`src/rtl/sa_feeder_2x2_if.sv`:
```
// Write port of the 2x2 array feeder: valid/ready handshake plus buffer address and data.
interface sa_feeder_2x2_if #(
  parameter int DATA_WIDTH = 16,
  parameter int IDX_W      = 2
);
  logic                  wr_valid;
  logic                  wr_ready;
  logic                  wr_sel;
  logic                  wr_lane;
  logic [IDX_W-1:0]      wr_idx;
  logic [DATA_WIDTH-1:0] wr_data;

  modport master (
    output wr_valid, wr_sel, wr_lane, wr_idx, wr_data,
    input  wr_ready
  );

  modport slave (
    input  wr_valid, wr_sel, wr_lane, wr_idx, wr_data,
    output wr_ready
  );
endinterface

```
`src/rtl/sa_feeder_2x2.sv`:
```
// Transmit-side sequencer for the 2x2 systolic array.
// It buffers a 2x2 weight block and a 2-lane operand block, preloads the weights
// over FDi, then streams the operands on RD_0/RD_1 with a one-cycle row skew.
//
// state    | meaning
// ---------+------------------------------------------------------------
// S_IDLE   | accepting writes, waiting for start
// S_LOAD   | 2 cycles, weights on FDi with load high (row 1 then row 0)
// S_STREAM | DEPTH+2 cycles, skewed operand stream with column strobes
// S_DONE   | 1 cycle completion pulse
module sa_feeder_2x2 #(
  parameter int DATA_WIDTH = 16,
  parameter int DEPTH      = 4,
  parameter int IDX_W      = 2
) (
  input  logic                  clk,
  input  logic                  rst,
  sa_feeder_2x2_if.slave        wr,
  input  logic                  start,
  output logic                  busy,
  output logic                  done,
  output logic [DATA_WIDTH-1:0] RD_0,
  output logic [DATA_WIDTH-1:0] RD_1,
  output logic [DATA_WIDTH-1:0] FDi_0,
  output logic [DATA_WIDTH-1:0] FDi_1,
  output logic                  load,
  output logic                  bd_PE_0,
  output logic                  bd_PE_1
);

  localparam logic [1:0] S_IDLE   = 2'd0;
  localparam logic [1:0] S_LOAD   = 2'd1;
  localparam logic [1:0] S_STREAM = 2'd2;
  localparam logic [1:0] S_DONE   = 2'd3;

  // Counter must hold DEPTH+1; DEPTH <= 2**IDX_W so one extra bit suffices.
  localparam int CNT_W = IDX_W + 1;

  logic [1:0]            state_q, state_d;
  logic [CNT_W-1:0]      cnt_q, cnt_d;
  int                    stream_k;

  logic [DATA_WIDTH-1:0] rd_q [2][DEPTH];
  logic [DATA_WIDTH-1:0] rd_d [2][DEPTH];
  logic [DATA_WIDTH-1:0] w_q  [2][2];
  logic [DATA_WIDTH-1:0] w_d  [2][2];

  logic                  wr_ready_q, wr_ready_d;
  logic                  busy_q, busy_d;
  logic                  done_q, done_d;
  logic                  load_q, load_d;
  logic                  bd0_q, bd0_d;
  logic                  bd1_q, bd1_d;
  logic [DATA_WIDTH-1:0] rd0_q, rd0_d;
  logic [DATA_WIDTH-1:0] rd1_q, rd1_d;
  logic [DATA_WIDTH-1:0] fd0_q, fd0_d;
  logic [DATA_WIDTH-1:0] fd1_q, fd1_d;

  logic                  wr_fire;

  assign wr_fire     = wr.wr_valid & wr_ready_q;
  assign wr.wr_ready = wr_ready_q;
  assign busy        = busy_q;
  assign done        = done_q;
  assign load        = load_q;
  assign bd_PE_0     = bd0_q;
  assign bd_PE_1     = bd1_q;
  assign RD_0        = rd0_q;
  assign RD_1        = rd1_q;
  assign FDi_0       = fd0_q;
  assign FDi_1       = fd1_q;

  // Buffer write decode; out-of-range operand indices are accepted and dropped.
  always_comb begin
    rd_d = rd_q;
    w_d  = w_q;
    if (wr_fire) begin
      if (!wr.wr_sel) begin
        for (int j = 0; j < DEPTH; j++) begin
          if (int'(wr.wr_idx) == j) rd_d[wr.wr_lane][j] = wr.wr_data;
        end
      end else begin
        w_d[wr.wr_idx[0]][wr.wr_lane] = wr.wr_data;
      end
    end
  end

  // Sequencer: down-counter per phase, phase ends at terminal count zero.
  always_comb begin
    state_d = state_q;
    cnt_d   = cnt_q;
    case (state_q)
      S_IDLE: begin
        if (start) begin
          state_d = S_LOAD;
          cnt_d   = CNT_W'(1);
        end
      end
      S_LOAD: begin
        if (cnt_q == '0) begin
          state_d = S_STREAM;
          cnt_d   = CNT_W'(DEPTH + 1);
        end else begin
          cnt_d = cnt_q - CNT_W'(1);
        end
      end
      S_STREAM: begin
        if (cnt_q == '0) state_d = S_DONE;
        else             cnt_d   = cnt_q - CNT_W'(1);
      end
      default: state_d = S_IDLE;
    endcase
  end

  // Stream position k counts up while the counter counts down.
  assign stream_k = DEPTH + 1 - int'(cnt_d);

  // Output decode from the next state and next buffer contents, so every
  // output is a register and a write committed alongside start is visible.
  always_comb begin
    wr_ready_d = (state_d == S_IDLE);
    busy_d     = 1'b0;
    done_d     = 1'b0;
    load_d     = 1'b0;
    bd0_d      = 1'b0;
    bd1_d      = 1'b0;
    rd0_d      = '0;
    rd1_d      = '0;
    fd0_d      = '0;
    fd1_d      = '0;
    case (state_d)
      S_LOAD: begin
        busy_d = 1'b1;
        load_d = 1'b1;
        if (cnt_d == CNT_W'(1)) begin
          fd0_d = w_d[1][0];
          fd1_d = w_d[1][1];
        end else begin
          fd0_d = w_d[0][0];
          fd1_d = w_d[0][1];
        end
      end
      S_STREAM: begin
        busy_d = 1'b1;
        bd0_d  = (stream_k <= DEPTH);
        bd1_d  = (stream_k >= 1);
        for (int j = 0; j < DEPTH; j++) begin
          if (j == stream_k)     rd0_d = rd_d[0][j];
          if (j == stream_k - 1) rd1_d = rd_d[1][j];
        end
      end
      S_DONE: done_d = 1'b1;
      default: ;
    endcase
  end

  // State, buffers and registered outputs.
  always_ff @(posedge clk or negedge rst) begin
    if (!rst) begin
      state_q    <= S_IDLE;
      cnt_q      <= '0;
      for (int l = 0; l < 2; l++) begin
        for (int j = 0; j < DEPTH; j++) rd_q[l][j] <= '0;
        for (int j = 0; j < 2; j++)     w_q[l][j]  <= '0;
      end
      wr_ready_q <= 1'b1;
      busy_q     <= 1'b0;
      done_q     <= 1'b0;
      load_q     <= 1'b0;
      bd0_q      <= 1'b0;
      bd1_q      <= 1'b0;
      rd0_q      <= '0;
      rd1_q      <= '0;
      fd0_q      <= '0;
      fd1_q      <= '0;
    end else begin
      state_q    <= state_d;
      cnt_q      <= cnt_d;
      rd_q       <= rd_d;
      w_q        <= w_d;
      wr_ready_q <= wr_ready_d;
      busy_q     <= busy_d;
      done_q     <= done_d;
      load_q     <= load_d;
      bd0_q      <= bd0_d;
      bd1_q      <= bd1_d;
      rd0_q      <= rd0_d;
      rd1_q      <= rd1_d;
      fd0_q      <= fd0_d;
      fd1_q      <= fd1_d;
    end
  end

endmodule

```
`src/flat_wrapper.sv`:
```
// flat-port wrapper written by rule: the top's interface ports become plain ports
module sa_feeder_2x2_flat 
#(
  parameter int DATA_WIDTH = 16,
  parameter int DEPTH      = 4,
  parameter int IDX_W      = 2
)
  (clk, rst, start, busy, done, RD_0, RD_1, FDi_0, FDi_1, load, bd_PE_0, bd_PE_1, wr_wr_valid, wr_wr_sel, wr_wr_lane, wr_wr_idx, wr_wr_data, wr_wr_ready);
  sa_feeder_2x2_if #(.DATA_WIDTH(DATA_WIDTH), .IDX_W(IDX_W)) wr_i ();
  input  logic clk;
  input  logic rst;
  input  logic start;
  output logic busy;
  output logic done;
  output logic [DATA_WIDTH-1:0] RD_0;
  output logic [DATA_WIDTH-1:0] RD_1;
  output logic [DATA_WIDTH-1:0] FDi_0;
  output logic [DATA_WIDTH-1:0] FDi_1;
  output logic load;
  output logic bd_PE_0;
  output logic bd_PE_1;
  input wire logic [$bits(wr_i.wr_valid)-1:0] wr_wr_valid;
  input wire logic [$bits(wr_i.wr_sel)-1:0] wr_wr_sel;
  input wire logic [$bits(wr_i.wr_lane)-1:0] wr_wr_lane;
  input wire logic [$bits(wr_i.wr_idx)-1:0] wr_wr_idx;
  input wire logic [$bits(wr_i.wr_data)-1:0] wr_wr_data;
  output wire logic [$bits(wr_i.wr_ready)-1:0] wr_wr_ready;
  assign wr_i.wr_valid = wr_wr_valid;
  assign wr_i.wr_sel = wr_wr_sel;
  assign wr_i.wr_lane = wr_wr_lane;
  assign wr_i.wr_idx = wr_wr_idx;
  assign wr_i.wr_data = wr_wr_data;
  assign wr_wr_ready = wr_i.wr_ready;
  sa_feeder_2x2 #(.DATA_WIDTH(DATA_WIDTH), .DEPTH(DEPTH), .IDX_W(IDX_W)) u_core (.clk(clk), .rst(rst), .wr(wr_i), .start(start), .busy(busy), .done(done), .RD_0(RD_0), .RD_1(RD_1), .FDi_0(FDi_0), .FDi_1(FDi_1), .load(load), .bd_PE_0(bd_PE_0), .bd_PE_1(bd_PE_1));
endmodule
```
`config.mk`:
```
export PLATFORM = sky130hd
export DESIGN_NAME = sa_feeder_2x2_flat
export DESIGN_NICKNAME = d
export VERILOG_FILES = /design/src/rtl/sa_feeder_2x2_if.sv /design/src/rtl/sa_feeder_2x2.sv /design/src/flat_wrapper.sv
export SDC_FILE = /design/constraint.sdc
export NUM_CORES = 1
export LEC_CHECK = 0
export BUFFER_PORTS_ARGS = -buffer_cell sky130_fd_sc_hd__buf_2
export CORE_ASPECT_RATIO = 0.7
export CORE_MARGIN = 2
export CORE_UTILIZATION = 54
export CTS_CLUSTER_DIAMETER = 100
export DETAILED_ROUTE_END_ITERATION = 6
export GPL_TIMING_DRIVEN = 0
export PLACE_DENSITY = 0.78
export SLEW_MARGIN = 20
export SYNTH_ARGS = -nofsm -noshare
export SYNTH_HDL_FRONTEND = slang
export SYNTH_SLANG_ARGS = --single-unit
```
`constraint.sdc`:
```
create_clock -name clk -period 5.05 [get_ports clk]
set_input_delay 1.01 -clock clk [delete_from_list [all_inputs] [get_ports clk]]
set_output_delay 1.01 -clock clk [all_outputs]
set_load 0.01 [all_outputs]
```
; After elaboration in Yosys (flattened, before gate mapping)
; Index checks and enable logic that the tools add are counted.
[word_totals]
ff_bits = 267
inputBits = 24
out_inout_bits = 70
word_cells = 118
[classes]
add_sub_neg = 3
n_lt_le_gt_ge = 6
eq_ne = 15
muxes = 58
bitwise_logic = 3
n_reduce_logical = 9
[ops]
columns = cell, n
row1 = $mux W128, 12
row2 = $bwmux W128, 4
row3 = $demux W64 S1, 4
row4 = $mux W16, 16
row5 = $mux W64, 3
row6 = $eq A3 B32 Y1 const A, 4
row7 = $bwmux W64, 1
row8 = $eq A2 B32 Y1 const A, 2
row9 = $logic_not A32 Y1, 2
row10 = $mux W32, 2
row11 = $mux W48, 1
row12 = $demux W32 S1, 1
row13 = $ge A32 B2 Y1 const B, 1
row14 = $le A32 B4 Y1 const B, 1
row15 = $sub A32 B2 Y32 const B, 1
row16 = $demux W16 S1, 1
row17 = $eq A2 B2 Y1 const B, 5
row18 = $mux W3, 3
row19 = $pmux W3 S3, 1
row20 = $eq A2 B1 Y1 const B, 3
row21 = $logic_not A2 Y1, 3
row22 = $mux W2, 3
row23 = $pmux W2 S3, 1
row24 = $mux W1, 5
row25 = 10 further kinds, 14

; Depth between registers and ports, before layout
; Gate-level depths: netlist of the first run.
[depth]
ltp_word = 26
ltp_mapped = 16

; Worst setup path before layout of the first run
; Ideal clock, no wire load.
[synth_path]
kind = input to register
start = in start
end = reg u_core.rd1_q[10], in the netlist u_core.RD_1[10]
setup_time_ps = 122
arrival_ps = 3574
setup_slack_ps = 1354
stages = 13
cell_sequence = or4b_1 o31a_1 and3_1 buf_2 inv_1 ha_1 inv_1 ha_1 nor4bb_1 nand2_1 buf_2 o22a_1 a32o_1
[synth_between]
elab_chain_cells = 10
elab_cells_between_ends = 16
cone_classes = add/sub: 2 / eq/ne: 4 / mux: 9 / reduce/logical: 1
[synth_rtl]
columns = element, line_no
row1 = start: declaration, flat_wrapper.sv:12  ; input logic start;
row2 = $mux W3 *, sa_feeder_2x2.sv:94  ; if (start) begin
row3 = $pmux W3 S3 *, sa_feeder_2x2.sv:92  ; case (state_q)
row4 = via u_core.cnt_d[1], sa_feeder_2x2.sv:40  ; logic [CNT_W-1:0] cnt_q, cnt_d;
row5 = $sub A3 B3 Y4 *, sa_feeder_2x2.sv:116  ; assign stream_k = DEPTH + 1 - int'(cnt_d);
row6 = $sub A32 B2 Y32 *, sa_feeder_2x2.sv:149  ; if (j == stream_k - 1) rd1_d = rd_d[1][j];
row7 = $logic_not A32 Y1, sa_feeder_2x2.sv:149
row8 = $mux W16 (3 in a row), sa_feeder_2x2.sv:149
row9 = $mux W16 *, sa_feeder_2x2.sv:149
row10 = $mux W16 *, sa_feeder_2x2.sv:131  ; case (state_d)
row11 = via u_core.rd1_d[10], sa_feeder_2x2.sv:55  ; logic [DATA_WIDTH-1:0] rd1_q, rd1_d;
row12 = end signal: assignment, sa_feeder_2x2.sv:188  ; rd1_q <= rd1_d;
row13 = end: declaration, sa_feeder_2x2.sv:55
; The timed path passes the listed nets; every way through them passes the cells marked *.

; Worst setup path after layout of the first run
[layout_path]
start = reg u_core.cnt_q[1]
end = reg u_core.rd1_q[11], in the netlist u_core.RD_1[11]
[layout_between]
elab_chain_cells = 11
elab_cells_between_ends = 21
cone_classes = add/sub: 3 / eq/ne: 4 / mux: 12 / reduce/logical: 2
[layout_rtl]
columns = element, line_no
row1 = start: declaration, sa_feeder_2x2.sv:40
row2 = start signal: assignment, sa_feeder_2x2.sv:178  ; cnt_q <= cnt_d;
row3 = $sub A3 B1 Y3 / $logic_not A3 Y1 (equally long branches), n/a
row4 = "$mux W3, on equally long branches", "sa_feeder_2x2.sv:108, sa_feeder_2x2.sv:100"
row5 = $pmux W3 S3, sa_feeder_2x2.sv:92
row6 = $sub A3 B3 Y4, sa_feeder_2x2.sv:116
row7 = $sub A32 B2 Y32, sa_feeder_2x2.sv:149
row8 = $logic_not A32 Y1, sa_feeder_2x2.sv:149
row9 = $mux W16 (4 in a row), sa_feeder_2x2.sv:149
row10 = $mux W16 *, sa_feeder_2x2.sv:131
row11 = via u_core.rd1_d[11], sa_feeder_2x2.sv:55
; Marks and branches as above.

==> run_results.csv, run 1 <==
group,metric,value,unit
worst_setup_path,slowest_delay,0.51,ns
worst_setup_path,cp_slowest_cell,"nor2_1",
floorplanning,start_util,55.7,%
sta,finalHoldViolations,0,
grt,antenna_found_initial,0,
worst_setup_path,cp.depth,15,
clock_tree,cts_num_sinks,267,
placed_design,io_buffers,92,
route,via_count,7520,
cells_and_area,nFillCells,1602,
synth,ys_types,51,
synth,synth_seq_cells,267,
worst_setup_path,worst-path-buf-inv,5,
worst_setup_path,cp_max_fo,10,
floorplanning,die_area,22800,µm²
cells_and_area,fin_area,13400,µm²
worst_setup_path,crit_family,"simple AND/OR/NAND/NOR gates",
clock_tree,ctsLongestPathBuffers,3,
sta,rsz0062_at_grt,"false",
route,vias_per_cell,5.75,
sta,final.min_clock_period,4.50,ns
route,drt-initial-drc-count,557,
sta,tightest_slew,0.968,ns
cells_and_area,area_growth,14.9,%
clock_tree,post_cts_buffers,0,
clock_tree,cts_hold_buffers,0,
route,routed_wirelength,26600,µm
pwr,power_density,637,nW/µm²
floorplanning,die_x,180,µm
grt,grt_pass1_wl,43100,µm
clock_tree,cts_tree,"built",
run,maxCapViolations,0,
worst_setup_path,worstSetupPathType,"reg2reg",
run_status,status,"complete, no violations",
floorplanning,die_h,127,µm
synth,syn_nets,928,
worst_setup_path,worstPathCellList,"inv_1, ha_1, nor2b_1, inv_1, ha_1, inv_1, mux4_2, clkbuf_1, nor2_1, fa_1, nor4bb_1, nand2_1, nor2_1, buf_2, a32o_1",
grt,grt_overflow_total,0,
cells_and_area,layout-drive-gt1-share,36.7,%
cells_and_area,antenna-diode-count,0,
sta,finalMaxSlewViolations,0,
pwr,peakVddDrop,0.000406,V
grt,grt_pass1_vias,7810,
worst_setup_path,worstSetupStartpointType,"register",
worst_setup_path,worstPathRequired,5.51,ns
synth,synth-seq-area-share,57.4,%
sta,clock.fmax,222,MHz
floorplanning,io_pins,94,
grt,grt_max_degree,99,
synth,syn_area,11600,µm²
route,drtPass1Iterations,5,
sta,period_share,89.1,%
floorplanning,num_rows,44,
route,avgRoutedWirePerCell,20.3,µm
sta,hold_slack,0.481,ns
clock_tree,clk_latency,0.54,ns
sta,skew,0.0152,ns
synth,synth_cells,891,
floorplanning,core_area,20900,µm²
clock_tree,cts_resized,0,
clock_tree,ctsHtreeMaxLevel,1,
placed_design,placed_area,12500,µm²
synth,ys_warn_count,0,
synth,synth_area_per_cell,13.1,µm²
route,antenna_left,0,
worst_setup_path,cpMostUsedCell,"inv_1",
worst_setup_path,crit_path_end_kind,"register",
placed_design,gp_congestion,0.805,
min_path,hold_path.class,"in2async",
cells_and_area,fin_nets,1050,
worst_setup_path,worstRegToRegCells,15,
placed_design,dpl.hpwl,18100,µm
worst_setup_path,crit_arrival,4.96,ns
route,drc,0,
sta,relSlewSlack,35.5,%
clock_tree,cts_root_buffer,"clkbuf_16",
clock_tree,path_clk_slew,0.07,ns
sta,finalSetupViolCount,0,
clock_tree,cts_buffers,26,
pwr,leakage,6.61,nW
grt,track_usage,23.7,%
state kept, by name, summed over array words and instances (netlist names), 2 cells and up:
name and flops:
u_core.RD_0 16, u_core.w_q 64, u_core.RD_1 16, u_core.rd_q 128, u_core.state_q 2, u_core.FDi_1 16
u_core.cnt_q 3, u_core.FDi_0 16
layer usage:
| layer | wire, µm | vias up | track usage, % |
|---|---|---|---|
| met1 | 12600 | 3809 | 35.1 |
| met4 | 572 | 0 | 5.83 |
| met5 | 0 | - | 0 |
| li1 | - | 3436 | - |
| met3 | 1610 | 47 | 4.22 |
| met2 | 11800 | 228 | 36.8 |
through the flow:
| stage | instances | power [W] | setup slack [ns] | util, % | TNS (ns) |
|---|---|---|---|---|---|
| after floorplan | 891 | 0.00559 | 1.35 | - | 0 |
| after global placement | 1259 | 0.00643 | -1.73 | 59.5 | -450.51 |
| after detailed placement | 1261 | 0.00657 | 0.631 | 59.8 | 0 |
| after CTS | 1307 | 0.00855 | 0.603 | 63.9 | 0 |
| after global routing | 1307 | 0.00907 | 0.283 | 63.9 | 0 |
| final | 1307 | 0.00852 | 0.548 | 63.9 | 0 |
cell usage in the layout (no fill, tap or decap), drive strengths merged, types with 13 or more instances in the layout:
cell and count:
a32o 16, buf 119, clkbuf 80, dfrtp 266, inv 13, mux2 192
mux2i 35, nand2 74, nor2 42, nor3 22, o2111ai 16, o22a 32
o41ai 16, or2 17, or3 32
report_power, final:
group          internal, W  switching (W)
registers          0.00284       0.000258
clock network      0.00114       0.000817
logic              0.00152        0.00195
total              0.00549        0.00303
cells in the mapped netlist, drive strengths merged:
cell | number | share of area, %
dfrtp | 266 | 57
mux2 | 192 | 19
nand2 | 74 | 2.4
clkbuf | 43 | 1.4
nor2 | 42 | 1.4
mux2i | 35 | 3.0
o22a | 32 | 2.4
or3 | 32 | 1.7
buf | 25 | 1.4
nor3 | 22 | 1.0
or2 | 17 | 0.91
a32o | 16 | 1.4
o2111ai | 16 | 1.2
o41ai | 16 | 1.2
inv | 13 | 0.42
ha | 12 | 1.3
nand2b | 5 | 0.27
nand3 | 4 | 0.21
o21ai | 4 | 0.17
and2 | 2 | 0.11
nand4 | 2 | 0.11
nand4b | 2 | 0.15
nor2b | 2 | 0.11
a21boi | 1 | 0.064
a221oi | 1 | 0.075
a2bb2oi | 1 | 0.075
a31oi | 1 | 0.054
and3 | 1 | 0.054
dfstp | 1 | 0.23
fa | 1 | 0.17
mux4 | 1 | 0.19
nor4 | 1 | 0.18
nor4bb | 1 | 0.086
o211ai | 1 | 0.064
o21a | 1 | 0.064
o22ai | 1 | 0.054
o311ai | 1 | 0.075
o31a | 1 | 0.075
or4 | 1 | 0.097
or4b | 1 | 0.086
area by class of cell:
cell class,count,area [µm²],area share (%)
flip-flops and latches,267,6680,50.0
repair buffers,94,526,3.93
clock inverters,9,109,0.814
clock buffers,37,752,5.62
plain buffers,68,319,2.38
multi-input cells,543,4600,34.4
well taps,276,345,2.58
inverters,13,48.8,0.365
final timing paths:
kind                                      startpoint                         end  slack [ns]
max in group asynchronous                        rst  u_core.FDi_1[13]$_DFF_PN0_        3.64
max                        u_core.cnt_q[1]$_DFF_PN0_   u_core.RD_1[11]$_DFF_PN0_        0.55
min reg2reg                u_core.rd_q[62]$_DFF_PN0_   u_core.rd_q[62]$_DFF_PN0_        0.49
max reg2reg                u_core.cnt_q[1]$_DFF_PN0_   u_core.RD_1[11]$_DFF_PN0_        0.55
min in group clk           u_core.rd_q[62]$_DFF_PN0_   u_core.rd_q[62]$_DFF_PN0_        0.49
min                                              rst    u_core.w_q[50]$_DFF_PN0_        0.48
cells by family after synthesis:
kind of cell	count (synthesis)	synth area share [%]
adder cells (fa/ha/maj)	13	1.46
AO/OA/AOI/OAI	93	6.96
multiplexers	228	22.1
buffers and inverters	81	3.16
AND/OR/NAND/NOR	209	8.95
flip-flops	267	57.4
No activity file was read; power rests on OpenSTA's default activity.
==> inputs of run 2 (changes only) <==
--- a/config.mk
+++ b/config.mk
@@ -12,7 +12,7 @@
 export CTS_CLUSTER_DIAMETER = 100
 export DETAILED_ROUTE_END_ITERATION = 6
 export GPL_TIMING_DRIVEN = 0
-export PLACE_DENSITY = 0.78
+export PLACE_DENSITY = 0.7
 export SLEW_MARGIN = 20
 export SYNTH_ARGS = -nofsm -noshare
 export SYNTH_HDL_FRONTEND = slang
==> run_results.csv, run 2 (synthesized netlist as in run 1, its figures left out) <==
group,metric,value,unit
route,drc,0,
sta,clock.fmax,227,MHz
worst_setup_path,r2r_slack,0.64,ns
cells_and_area,multi_input_area,4600,µm²
worst_setup_path,cp_slowest_cell,"clkbuf_1",
clock_tree,ctsLongestPathBuffers,3,
grt,top_usage_layer,"met1",
route,drtPass1Iterations,4,
placed_design,pre_cts_slack,0.696,ns
pwr,comb_power_share,40.0,%
pwr,clkPwrFrac,24.2,%
cells_and_area,final_cell_mix,"dfrtp_1, mux2_2, buf_2, nand2_1, clkbuf_1",
worst_setup_path,worstSetupPathType,"reg2reg",
cells_and_area,regArea,6680,µm²
grt,track_usage,23.8,%
worst_setup_path,worst-path-buf-inv,5,
worst_setup_path,crit_path_end_kind,"register",
placed_design,dpl.hpwl,18200,µm
sta,final.min_clock_period,4.41,ns
floorplanning,num_rows,44,
placed_design,gp_congestion,0.817,
sta,rsz0062_at_grt,"false",
cells_and_area,top_regs,"u_core.rd_q: 128 flops, u_core.w_q: 64 flops",
grt,grtUsageMet3,4.11,%
route,avgRoutedWirePerCell,20.1,µm
grt,grtUsageMet2,34.9,%
worst_setup_path,worstPathCellList,"inv_1, ha_1, nor2b_1, inv_1, ha_1, inv_1, mux4_2, clkbuf_1, nor2_1, fa_1, nor4bb_1, nand2_1, nor2_1, buf_2, a32o_1",
route,routed_wirelength,26300,µm
grt,antenna_found_initial,1,
sta,period_share,87.4,%
pwr,peakVddDrop,0.000304,V
run_status,status,"complete, no violations",
sta,tightest_slew,1.01,ns
floorplanning,die_x,180,µm
worst_setup_path,worstPathRequired,5.51,ns
clock_tree,post_cts_buffers,0,
cells_and_area,largest_reg_flops,128,
floorplanning,io_pins,94,
sta,finalSetupViolCount,0,
sta,skew,0.0139,ns
sta,layout_setup_ws,0.638,ns
pwr,pwr-share-seq,35.8,%
route,drt-initial-drc-count,532,
pwr,switching_share,34.8,%
grt,grt_max_degree,90,
cells_and_area,instances_no_fill,1309,
cells_and_area,fin_nets,1051,
pwr,power_density,641,nW/µm²
cells_and_area,regMostFlops,"u_core.rd_q",
run,maxCapViolations,0,
worst_setup_path,cp_max_fo,10,
clock_tree,cts_resized,0,
grt,grt_pass1_vias,7599,
cells_and_area,layout_commonest_cell,"dfrtp_1",
route,via_count,7470,
pwr,leakage,6.65,nW
route,vias_per_cell,5.71,
grt,grt_use_met1,37.1,%
sta,relSlewSlack,32.8,%
pwr,switchingPower,0.00301,W
clock_tree,cts_hold_buffers,0,
floorplanning,start_util,55.7,%
clock_tree,cts_root_buffer,"clkbuf_16",
pwr,power.internal,0.00563,W
placed_design,dp.cells,1262,
worst_setup_path,crit_arrival,4.87,ns
worst_setup_path,worstSetupStartpointType,"register",
clock_tree,ctsHtreeMaxLevel,1,
clock_tree,path_clk_slew,0.06,ns
route,antenna_left,0,
grt,grt_pass1_wl,43100,µm
sta,finalHoldViolations,0,
clock_tree,cts_tree,"built",
grt,grt_overflow_total,0,
floorplanning,core_area,20900,µm²
cells_and_area,nFillCells,1654,
worst_setup_path,slowest_delay,0.53,ns
cells_and_area,area_growth,15.6,%
floorplanning,die_h,127,µm
clock_tree,clk_latency,0.54,ns
sta,finalMaxSlewViolations,0,
cells_and_area,layout-drive-gt1-share,36.8,%
placed_design,io_buffers,92,
min_path,hold_path.class,"in2async",
clock_tree,cts_num_sinks,267,
worst_setup_path,crit_family,"simple AND/OR/NAND/NOR gates",
worst_setup_path,cpMostUsedCell,"inv_1",
clock_tree,cts_buffers,26,
floorplanning,die_area,22800,µm²
## run 2: layer usage
metal	part of all wire, %	up-vias
met5	0	-
met4	1.7	0
met2	43	183
li1	-	3444
met3	4.5	35
met1	51	3808
## run 2: metrics by stage
step / instance area, µm² / hold slack, ns / power [W] / setup TNS (ns) / utilization, %
floorplan: 11600 / 0.468 / 0.00559 / 0 / -
global placement: 12500 / 0.477 / 0.00647 / -486.20 / 59.5
detailed placement: 12500 / 0.480 / 0.00656 / 0 / 60.0
CTS: 13500 / 0.336 / 0.00868 / 0 / 64.4
global route: 13500 / 0.345 / 0.00921 / 0 / 64.4
finish: 13500 / 0.334 / 0.00863 / 0 / 64.4
## run 2: power by group through the flow
stage | sequential [W] | combinational, W | clock [W]
after detailed placement | 0.00313 | 0.00343 | 0
after floorplan | 0.00312 | 0.00247 | 0
after global routing | 0.00317 | 0.00382 | 0.00222
final | 0.00309 | 0.00345 | 0.00209
after global placement | 0.00310 | 0.00337 | 0
after CTS | 0.00309 | 0.00346 | 0.00213
## run 2: cell type report
type / instances / share of cell area (%)
well taps: 276 / 2.56
clock inverters: 15 / 1.79
inverters: 13 / 0.362
diodes: 1 / 0.0186
flip-flops and latches: 267 / 49.6
repair buffers: 95 / 4.11
clock buffers: 31 / 5.04
plain buffers: 68 / 2.37
multi-input cells: 543 / 34.1
## run 2: final timing paths
kind / startpoint / to / cells after the start
worst max-delay path: u_core.cnt_q[0]$_DFF_PN0_ / u_core.RD_1[14]$_DFF_PN0_ / 15
worst min-delay path: rst / u_core.FDi_0[2]$_DFF_PN0_ / 1
worst max register to register: u_core.cnt_q[0]$_DFF_PN0_ / u_core.RD_1[14]$_DFF_PN0_ / 15
worst min register to register: u_core.w_q[7]$_DFF_PN0_ / u_core.w_q[7]$_DFF_PN0_ / 1
max in group asynchronous: rst / u_core.rd_q[104]$_DFF_PN0_ / 3
min in group clk: u_core.w_q[7]$_DFF_PN0_ / u_core.w_q[7]$_DFF_PN0_ / 1
## run 2: worst register-to-register path: stages (launching register included)
cell and delay [ns]:
dfrtp_1 0.40, inv_1 0.10, ha_1 0.19, nor2b_1 0.26
inv_1 0.14, ha_1 0.29, inv_1 0.05, mux4_2 0.39
clkbuf_1 0.53, nor2_1 0.12, fa_1 0.42, nor4bb_1 0.37
nand2_1 0.13, nor2_1 0.42, buf_2 0.32, a32o_1 0.22
==> inputs of run 3 (changes only) <==
--- a/config.mk
+++ b/config.mk
@@ -5,6 +5,7 @@
 export SDC_FILE = /design/constraint.sdc
 export NUM_CORES = 1
 export LEC_CHECK = 0
+export ABC_AREA = 1
 export BUFFER_PORTS_ARGS = -buffer_cell sky130_fd_sc_hd__buf_2
 export CORE_ASPECT_RATIO = 0.7
 export CORE_MARGIN = 2
==> run_results.csv, run 3 <==
group,metric,value,unit
grt,track_usage,30.0,%
sta,finalHoldViolations,0,
sta,clock.fmax,238,MHz
cells_and_area,layout-drive-gt1-share,15.8,%
sta,setup_tns,0,ns
route,routed.top_layer,"met4",
pwr,power_density,688,nW/µm²
synth,ys_top_cells_by_area,"dfrtp_1, nand2_1, nand4_1",
min_path,hold_path_depth,2,
cells_and_area,layout_commonest_cell,"nand2_1",
cells_and_area,fin_util,63.1,%
synth,synth_compound_area_share,7.79,%
synth,ys_warn_count,0,
synth,synth_edf_count,0,
clock_tree,path_clk_slew,0.06,ns
synth,synth_top_family_by_area,"simple AND/OR/NAND/NOR gates",
worst_setup_path,worstSetupPathType,"reg2reg",
route,drt-initial-drc-count,1200,
route,drc,0,
route,wl_met3,3150,µm
clock_tree,ctsHtreeMaxLevel,1,
synth,ys.flop_type,"dfrtp_1",
clock_tree,cts_resized,0,
synth,synth-seq-area-share,55.7,%
cells_and_area,area_growth,14.4,%
synth,synth_xor_area_share,0.0730,%
run,maxCapViolations,0,
route,routed_wirelength,34800,µm
min_path,hold_path.class,"reg2reg",
clock_tree,clk_latency,0.54,ns
sta,relSlewSlack,52.1,%
synth,muxShareOfSynthArea,0,%
synth,synth_top_area_cell,"dfrtp_1",
synth,ys_types,31,
synth,synth_seq_cells,267,
clock_tree,cts_hold_buffers,0,
floorplanning,die_x,182,µm
placed_design,gp_congestion,0.923,
synth,synth_top_area_share,55.5,%
cells_and_area,final_cell_mix,"nand2_1, dfrtp_1, nor2_1, nand4_1, buf_2",
floorplanning,die_h,129,µm
worst_setup_path,crit_path_end_kind,"register",
route,met2WireLength,14800,µm
placed_design,io_buffers,92,
route,antenna_left,0,
synth,netlist_top_cells_count,"nand2_1, dfrtp_1, nor2_1",
cells_and_area,regMostFlops,"u_core.rd_q",
synth,async_flop_share,100,%
clock_tree,post_cts_buffers,0,
floorplanning,start_util,55.2,%
cells_and_area,top_regs,"u_core.rd_q: 128 flops, u_core.w_q: 64 flops",
clock_tree,cts_tree,"built",
synth,synth_area_per_cell,8.81,µm²
worst_setup_path,worstPathRequired,5.48,ns
synth,synth_cells,1361,
route,via_count,10216,
sta,final.min_clock_period,4.20,ns
grt,grt_overflow_total,0,
cells_and_area,largest_reg_flops,128,
worst_setup_path,crit_arrival,4.63,ns
worst_setup_path,cp_max_fo,14,
run_status,status,"complete, no violations",
pwr,peakVddDrop,0.000413,V
floorplanning,num_rows,45,
route,vias_per_cell,5.72,
pwr,p_total,0.00944,W
sta,tightest_slew,0.719,ns
synth,syn_area,12000,µm²
grt,grt_pass1_wl,53800,µm
sta,period_share,83.2,%
grt,antenna_found_initial,1,
worst_setup_path,worstRegToRegCells,17,
sta,rsz0062_at_grt,"false",
synth,yosysMostFrequentCell,"nand2_1",
clock_tree,cts_root_buffer,"clkbuf_16",
clock_tree,ctsLongestPathBuffers,3,
floorplanning,die_area,23400,µm²
synth,synth_fa_ha_area_share,1.42,%
route,drtPass1Iterations,5,
grt,grt_max_degree,98,
sta,finalSetupViolCount,0,
synth,synth-simple-area-share,27.3,%
floorplanning,core_area,21700,µm²
floorplanning,io_pins,94,
pwr,leakage,7.52,nW
clock_tree,cts_buffers,26,
grt,grt_pass1_vias,9384,
route,wl_met1,16100,µm
clock_tree,cts_num_sinks,267,
cells_and_area,fin_nets,1520,
placed_design,dpl.hpwl,24100,µm
worst_setup_path,worstSetupStartpointType,"register",
synth,syn_nets,1398,
sta,skew,0.0103,ns
sta,finalMaxSlewViolations,0,
route,avgRoutedWirePerCell,19.5,µm
==> run 3: logic make-up (layout without fill, tap and decap cells) <==
group	count (synthesis)	in the layout
AND/OR/NAND/NOR	694	694
flip-flops	267	267
buffers and inverters	200	342
AO/OA/AOI/OAI	186	186
adder cells (fa/ha/maj)	13	13
XOR/XNOR	1	1
other	0	1
==> run 3: cell type report <==
type,instances,area [µm²]
inverter,100,378
fill,1850,8010
antenna,1,2.50
buffer,100,539
clock inverter,9,97.6
sequential,267,6680
clock buffer,39,751
timing repair buffer,94,526
multi-input combinational,894,4390
tap,282,353
==> run 3: critical path: stages, from the launching register on <==
cell and delay (ns):
dfrtp_1 0.41, inv_1 0.12, ha_1 0.19, inv_1 0.05
nor2_1 0.23, o21ai_0 0.16, o21ai_2 0.26, buf_2 0.46
ha_1 0.24, inv_1 0.06, ha_1 0.30, nor3_2 0.34
buf_2 0.32, buf_1 0.42, nand4_1 0.15, nand2_1 0.12
nor2_1 0.06, nor2_1 0.20
==> run 3: worst paths after layout <==
| check | slack (ns) | startpoint | endpoint |
|---|---|---|---|
| setup / recovery | 0.85 | u_core.cnt_q[0]$_DFF_PN0_ | u_core.RD_1[2]$_DFF_PN0_ |
| hold / removal | 0.47 | u_core.rd_q[59]$_DFF_PN0_ | u_core.rd_q[59]$_DFF_PN0_ |
| setup reg to reg | 0.85 | u_core.cnt_q[0]$_DFF_PN0_ | u_core.RD_1[2]$_DFF_PN0_ |
| hold reg to reg | 0.47 | u_core.rd_q[59]$_DFF_PN0_ | u_core.rd_q[59]$_DFF_PN0_ |
| max in group asynchronous | 3.61 | rst | u_core.wr.wr_ready$_DFF_PN1_ |
| min in group asynchronous | 0.51 | rst | u_core.rd_q[110]$_DFF_PN0_ |
==> run 3: stage by stage <==
stage	cells	cell area [µm²]	setup slack (ns)	hold WS [ns]
CTS	1785	13700	0.982	0.470
detailed placement	1737	12900	0.536	0.455
global route	1786	13700	0.658	0.488
global placement	1735	12800	-1.90	0.446
floorplan	1361	12000	1.60	0.434
finish	1786	13700	0.851	0.470
==> run 3: power breakdown <==
| part | switching (W) | total (W) | internal [W] |
|---|---|---|---|
| Sequential | 0.000183 | 0.00297 | 0.00279 |
| Combinational | 0.00329 | 0.00452 | 0.00123 |
| Clock | 0.000819 | 0.00195 | 0.00113 |
==> run 3: layer usage <==
| layer | global-route usage, % | vias up |
|---|---|---|
| li1 | - | 4774 |
| met3 | 6.06 | 59 |
| met5 | 0 | - |
| met1 | 46.6 | 4903 |
| met2 | 43.7 | 480 |
| met4 | 6.64 | 0 |
